## src/rtl/la_jtag_pkg.sv

```systemverilog
// Shared constants and types for the logic-analyser virtual JTAG controller.
// CTRL register field offsets are here so the LA core and host tooling agree on the layout.
package la_jtag_pkg;

  localparam logic IR_CTRL = 1'b0;
  localparam logic IR_DATA = 1'b1;

  typedef enum logic [1:0] {
    PF_EMPTY = 2'd0,
    PF_WAIT  = 2'd1,
    PF_FULL  = 2'd2
  } pf_state_t;

  // CTRL register layout
  localparam int RD_BASE_LSB   = 16;
  localparam int ARM_BIT       = 0;
  localparam int TRIG_EN_BIT   = 1;
  localparam int TRIG_EDGE_BIT = 2;
  localparam int TRIG_CH_LSB   = 4;
  localparam int TRIG_CH_W     = 4;

endpackage

```

## src/rtl/la_jtag_prefetch.sv

```systemverilog
// Read pointer and one-word prefetch buffer in front of the sample memory.
// Keeps the next readout word ready so DR shifting never stalls at a word boundary.
module la_jtag_prefetch
  import la_jtag_pkg::*;
#(
  parameter int DATA_W = 16,
  parameter int ADDR_W = 10
) (
  input  logic              clk,
  input  logic              rst,
  input  logic              load_ptr,
  input  logic [ADDR_W-1:0] ptr_val,
  input  logic              consume,
  input  logic [DATA_W-1:0] mem_rdata,
  output logic              mem_rd,
  output logic [ADDR_W-1:0] mem_addr,
  output logic [DATA_W-1:0] pf_data,
  output logic              pf_full,
  output pf_state_t         pf_state
);

  // Memory handshake: mem_rd/mem_addr are sampled by the memory on a rising edge;
  // mem_rdata is valid for exactly the following cycle, with no backpressure.
  pf_state_t         state, state_nxt;
  logic [ADDR_W-1:0] rd_ptr, rd_ptr_nxt;
  logic [DATA_W-1:0] pf_q, pf_q_nxt;

  always_ff @(posedge clk or posedge rst) begin
    if (rst) begin
      state  <= PF_EMPTY;
      rd_ptr <= '0;
      pf_q   <= '0;
    end else begin
      state  <= state_nxt;
      rd_ptr <= rd_ptr_nxt;
      pf_q   <= pf_q_nxt;
    end
  end

  always_comb begin
    state_nxt  = state;
    rd_ptr_nxt = rd_ptr;
    pf_q_nxt   = pf_q;
    case (state)
      PF_EMPTY: begin
        rd_ptr_nxt = rd_ptr + ADDR_W'(1);
        state_nxt  = PF_WAIT;
      end
      PF_WAIT: begin
        // A consume here took mem_rdata straight through pf_data, so nothing is kept.
        if (consume) begin
          state_nxt = PF_EMPTY;
        end else begin
          pf_q_nxt  = mem_rdata;
          state_nxt = PF_FULL;
        end
      end
      PF_FULL: begin
        if (consume) state_nxt = PF_EMPTY;
      end
      default: state_nxt = PF_EMPTY;
    endcase
    // A new base address abandons whatever read is in flight.
    if (load_ptr) begin
      rd_ptr_nxt = ptr_val;
      pf_q_nxt   = pf_q;
      state_nxt  = PF_EMPTY;
    end
  end

  assign mem_rd   = (state == PF_EMPTY) && !rst;
  assign mem_addr = rd_ptr;
  assign pf_data  = (state == PF_WAIT) ? mem_rdata : pf_q;
  assign pf_full  = (state == PF_FULL);
  assign pf_state = state;

endmodule

```

## src/rtl/la_jtag_ctrl.sv

```systemverilog
// Virtual JTAG DR chain for the logic analyser: IR=0 is the control/status register,
// IR=1 streams sample memory words back-to-back through the same shift register.
module la_jtag_ctrl
  import la_jtag_pkg::*;
#(
  parameter int CTRL_W = 32,
  parameter int DATA_W = 16,
  parameter int ADDR_W = 10
) (
  input  logic              tck,
  input  logic              rst,
  input  logic              tdi,
  output logic              tdo,
  input  logic              ir_in,
  output logic              ir_out,
  input  logic              vs_cdr,
  input  logic              vs_sdr,
  input  logic              vs_udr,
  input  logic              vs_uir,
  input  logic [CTRL_W-1:0] status_in,
  input  logic              data_ready,
  output logic [CTRL_W-1:0] ctrl_reg,
  output logic              ctrl_upd,
  output logic              mem_rd,
  output logic [ADDR_W-1:0] mem_addr,
  input  logic [DATA_W-1:0] mem_rdata
);

  localparam int CNT_W = $clog2(DATA_W);
  localparam logic [CNT_W-1:0] LAST_BIT = CNT_W'(DATA_W - 1);

  logic [CTRL_W-1:0] sr, sr_nxt;
  logic [CNT_W-1:0]  bit_cnt, bit_cnt_nxt;
  logic              cdr_hit, sdr_hit;
  logic              ctrl_udr, ctrl_cdr, ctrl_sdr;
  logic              data_cdr, data_sdr, word_end, consume;
  logic [DATA_W-1:0] pf_data;
  logic              pf_full;
  pf_state_t         pf_state;
  logic              unused_sink;

  // TAP states are exclusive; if several flags ever arrive together, udr > cdr > sdr.
  assign cdr_hit  = vs_cdr && !vs_udr;
  assign sdr_hit  = vs_sdr && !vs_cdr && !vs_udr;
  assign ctrl_udr = vs_udr  && (ir_in == IR_CTRL);
  assign ctrl_cdr = cdr_hit && (ir_in == IR_CTRL);
  assign ctrl_sdr = sdr_hit && (ir_in == IR_CTRL);
  assign data_cdr = cdr_hit && (ir_in == IR_DATA);
  assign data_sdr = sdr_hit && (ir_in == IR_DATA);
  assign word_end = data_sdr && (bit_cnt == LAST_BIT);
  assign consume  = data_cdr || word_end;

  la_jtag_prefetch #(
    .DATA_W (DATA_W),
    .ADDR_W (ADDR_W)
  ) u_prefetch (
    .clk       (tck),
    .rst       (rst),
    .load_ptr  (ctrl_udr),
    .ptr_val   (sr[RD_BASE_LSB +: ADDR_W]),
    .consume   (consume),
    .mem_rdata (mem_rdata),
    .mem_rd    (mem_rd),
    .mem_addr  (mem_addr),
    .pf_data   (pf_data),
    .pf_full   (pf_full),
    .pf_state  (pf_state)
  );

  always_comb begin
    sr_nxt      = sr;
    bit_cnt_nxt = bit_cnt;
    if (ctrl_cdr) begin
      sr_nxt = status_in;
    end else if (ctrl_sdr) begin
      sr_nxt = {tdi, sr[CTRL_W-1:1]};
    end else if (consume) begin
      // Reloading on the last shift keeps the stream gapless across words.
      sr_nxt[DATA_W-1:0] = pf_data;
      bit_cnt_nxt        = '0;
    end else if (data_sdr) begin
      sr_nxt[DATA_W-1:0] = {tdi, sr[DATA_W-1:1]};
      bit_cnt_nxt        = bit_cnt + CNT_W'(1);
    end
  end

  always_ff @(posedge tck or posedge rst) begin
    if (rst) begin
      sr       <= '0;
      bit_cnt  <= '0;
      ctrl_reg <= '0;
      ctrl_upd <= 1'b0;
    end else begin
      sr       <= sr_nxt;
      bit_cnt  <= bit_cnt_nxt;
      ctrl_upd <= ctrl_udr;
      if (ctrl_udr) ctrl_reg <= sr;
    end
  end

  assign tdo    = sr[0];
  assign ir_out = data_ready;

  // IR updates need no action here; prefetch status is observed only through pf_state.
  assign unused_sink = ^{vs_uir, pf_full, pf_state};

endmodule

```

## config.mk

```make
export PLATFORM = sky130hd
export DESIGN_NAME = la_jtag_ctrl
export DESIGN_NICKNAME = d
export VERILOG_FILES = /design/src/rtl/la_jtag_pkg.sv /design/src/rtl/la_jtag_prefetch.sv /design/src/rtl/la_jtag_ctrl.sv
export SDC_FILE = /design/constraint.sdc
export NUM_CORES = 1
export LEC_CHECK = 0
export CAP_MARGIN = 0
export CORE_MARGIN = 2
export CORE_UTILIZATION = 45
export CTS_BUF_LIST = sky130_fd_sc_hd__clkbuf_4
export DETAILED_ROUTE_END_ITERATION = 16
export PLACE_DENSITY_LB_ADDON = 0.05
export SLEW_MARGIN = 20
export SYNTH_ARGS = -nofsm -noshare
export SYNTH_HDL_FRONTEND = slang
export SYNTH_SLANG_ARGS = --single-unit
```

## constraint.sdc

```tcl
create_clock -name tck -period 3.9 [get_ports tck]
set_input_delay 0.78 -clock tck [delete_from_list [all_inputs] [get_ports tck]]
set_output_delay 0.78 -clock tck [all_outputs]
set_load 0.05 [all_outputs]
```

# After elaboration in Yosys (flattened, before gate mapping)
# Cells that the tools add are included.
# op_classes
addsub	2
n_eq_ne	4
muxes	14
bitwise	5
n_reduce_logical	21
# ops
operator	n
$mux 16	5
$mux 32	1
$mux 10	2
$add 10x1->10 const B	1
$logic_and 1x1->1	10
$mux 4	2
$mux 2	3
$pmux 2 s3	1
$reduce_and 3->1	2
$reduce_bool 2->1	3
$not 1->1	5
$add 4x1->4 const B	1
$eq 4x4->1 const B	1
$reduce_bool 4->1	1
$logic_not 1->1	3
$ne 3x3->1 const B	1
$eq 2x1->1 const B	1
$eq 2x2->1 const B	1
$logic_not 2->1	1
$logic_or 1x1->1	1
# word_totals
regBits	97
inputBits	57
output_inout_bits	46
word_cells	54

# Longest topological paths before layout
# logic_depth
ltp_word	9
ltp_mapped	7
depth_no_buf	5

# Cells and area by module
# From an unflattened synthesis, not the netlist that was laid out.
# unflattened
hier_cells	446
area_unflattened_um2	4834.6
# modules_own_cells
module	instances	cells_per_inst	area_each_um2	seq_area_each_um2
la_jtag_ctrl	1	318	3301.9	1726.7
la_jtag_prefetch	1	128	1532.7	700.7

# Least setup slack after synthesis
# OpenSTA, ideal clock, no wires.
# synth_path
path_kind	input to output
from	in rst
to	out mem_rd
t_arrival_ns	1.825
required_time_ns	3.120
slack_ns	1.295
path_stages	1
n_path_buf	0
path_cell_list	nor3_1
# synth_via
elab_chain_len	2
# synth_lines
element	line	rtl
start: declaration	la_jtag_ctrl.sv:11	input logic rst,
$logic_not 1->1	la_jtag_prefetch.sv:71	assign mem_rd = (state == PF_EMPTY) && !rst;
$logic_and 1x1->1	la_jtag_prefetch.sv:71	
end: declaration	la_jtag_ctrl.sv:24	output logic mem_rd,
# Every way passes these cells.

# Worst setup path after layout
# Same ends and word-level chain as after synthesis.

==> run metrics <==
GRT Total Usage=19.9%; die width=102 um; Final Slew Violations=0; HP Class=reg2reg; clock latency on the worst-skew pair=0.44 ns; share of the synthesized area in the top cell type=56.1%; nets@finish=583; Max Cap Violations=0; number of DRC markers in iteration 0=99; synthesized cell area=0.00433 mm2; die area=0.0104 mm2; Worst setup endpoint=mem_rd; core area=0.00928 mm2; Hold-fix buffers, CTS=0; Buffers on Ports=99; Syn Nets=494; Synth area leader=dfrtp_1; post-CTS setup buffers=0; Synth Register Bits=97; TritonCTS buffer count=9; worst-path maximum fanout=2; number of H-tree levels=3; Netlist cell types=40; Critical Path Start Type=input pin; crit path kind=in2out; largest cells by area after synthesis=dfrtp_1 (56%), nand2_1 (9.4%), o21ai_0 (5.4%); Antenna Nets Post-Route=0; drt drc=0; R2R Path Start=bit_cnt[0]; Clock Tree Buf Depth=2; commonest non-fill, non-tap cell in the layout=nand2_1; worst slew pin tran=0.752 ns; initial core utilization=46.6%; final critical-path share of the clock period=78.8%; Fin. Hold Viols=0; Setup WS pre-CTS=0.765 ns; wire per inst=14.5 um; area grow syn2layout=28.2%; CTS resizes=0; Period minus WS final=3.07 ns; initial antenna violation count=0; Post-Syn Instances=435; largest net degree at the start of global routing=52; WP data arrival=2.29 ns; first-pass GRT wire length=16400 um; I/O pins=103; VDD IR max=0.278 mV; # setup viols final=0; syn_area_per_cell=9.95 um2; vias in the first global route=3421; Critical Path Sink Type=output pin; RSZ-0062 raised after global routing=false; YS warnings=0; final WL=9550 um; fmax=326 MHz; clk sinks=97; dpl hpwl=6810 um; DRT Pass-1 Iters=4; CTS tree=yes; worst endpoint required time=3.12 ns; Slew headroom=49.8%; status=completed; vias=3364; Worst R2R End=u_prefetch.pf_q[10]; most frequent cells in the layout=nand2_1 (108), clkdlybuf4s50_1 (99), dfrtp_1 (97), o21ai_0 (47), nor2_1 (27); PwrDens=600 mW/mm2; post-synthesis sequential area ratio=56.1%; R2R Setup Slk=1.53 ns; Root Driver=clkbuf_4; setup TNS=0 ns; CP startpoint=rst; fraction of layout instances using a drive strength above 1=9.07%; Pleak=2.42 nW; clock skew=0.00994 ns; grt ovf=0; GPL Wtd Cong=0.793; # diodes=0; Reg clk slew, reported paths=0.16 ns; Final WS setup=0.829 ns; via/cell ratio=5.11; FP Rows=35; die span in y=102 um; worst r2r path cells=5
critical path, stage by stage:
cell and delay, ns:
clkdlybuf4s50_1 0.48, nor3_1 0.19, clkdlybuf4s50_1 0.84
how the worst min path moves through the flow:
| stage | start | cells after the start | end |
|---|---|---|---|
| floorplan | sr[10] | 2 | ctrl_reg[10] |
| global placement | ctrl_reg[25] | 2 | ctrl_reg[25] |
| detailed placement | ctrl_reg[4] | 2 | ctrl_reg[4] |
| CTS | ctrl_reg[4] | 2 | ctrl_reg[4] |
| global route | ctrl_reg[27] | 2 | ctrl_reg[27] |
| finish | ctrl_reg[18] | 2 | ctrl_reg[18] |
per-layer routing:
layer	vias to the layer above	track usage [%]	routed length [um]
met3	9	2.80	396
met5	-	0	0
met4	0	6.77	117
li1	1672	-	-
met1	1597	28.2	4560
met2	86	31.6	4480
synth_stat cells:
cell type	count
a211oi_1	15
a21oi_1	2
a221o_1	1
a22oi_1	15
a311o_1	1
a41o_1	1
and2_1	2
and3_1	1
and4_1	1
buf_1	1
buf_2	4
buf_4	1
buf_6	2
clkbuf_1	18
dfrtp_1	97
ha_1	2
inv_1	2
inv_2	1
mux2_2	16
mux2i_1	7
nand2_1	108
nand2b_1	1
nand3_1	3
nand3_2	1
nand4_1	4
nor2_1	27
nor2b_1	18
nor3_1	4
nor3b_1	1
nor3b_2	1
nor4bb_1	1
o21ai_0	47
o21ba_2	1
o21bai_2	1
o22ai_1	11
o22ai_2	1
or3b_2	2
or4b_4	1
xnor2_1	4
xor2_1	8
where the power goes:
group	total [mW]	switching, mW	internal, mW	leakage, nW
clock network	0.550	0.348	0.202	0.0744
registers	1.49	0.204	1.29	1.18
logic	1.29	0.759	0.528	1.17
total	3.33	1.31	2.02	2.42
metrics by stage:
stage               hold slack, ns  cell area, um2  total power, mW  utilization, %  cells
floorplan                    0.456            4330             2.38               -    435
global placement             0.458            5400             2.78            58.2    642
detailed placement           0.462            5400             2.81            58.2    642
CTS                          0.498            5550             3.37            59.8    658
global route                 0.527            5550             3.55            59.8    658
finish                       0.493            5550             3.33            59.8    658
final cells by class:
| cell class | count | area [um2] |
|---|---|---|
| repair buffers | 104 | 1030 |
| well taps | 129 | 161 |
| clock buffers | 9 | 67.6 |
| inverters | 3 | 13.8 |
| clock inverters | 7 | 78.8 |
| multi-input cells | 309 | 1770 |
| fillers | 849 | 3740 |
| flip-flops and latches | 97 | 2430 |
logic make-up after synthesis:
kind of cell,after synthesis,synth area share (%)
AND/OR/NAND/NOR,176,18.1
multiplexers,23,5.78
AO/OA/AOI/OAI,96,13.9
XOR/XNOR,12,2.43
buffers and inverters,29,3.06
flip-flops,97,56.1
adder cells (fa/ha/maj),2,0.578
Power figures use the tool's default switching activity.
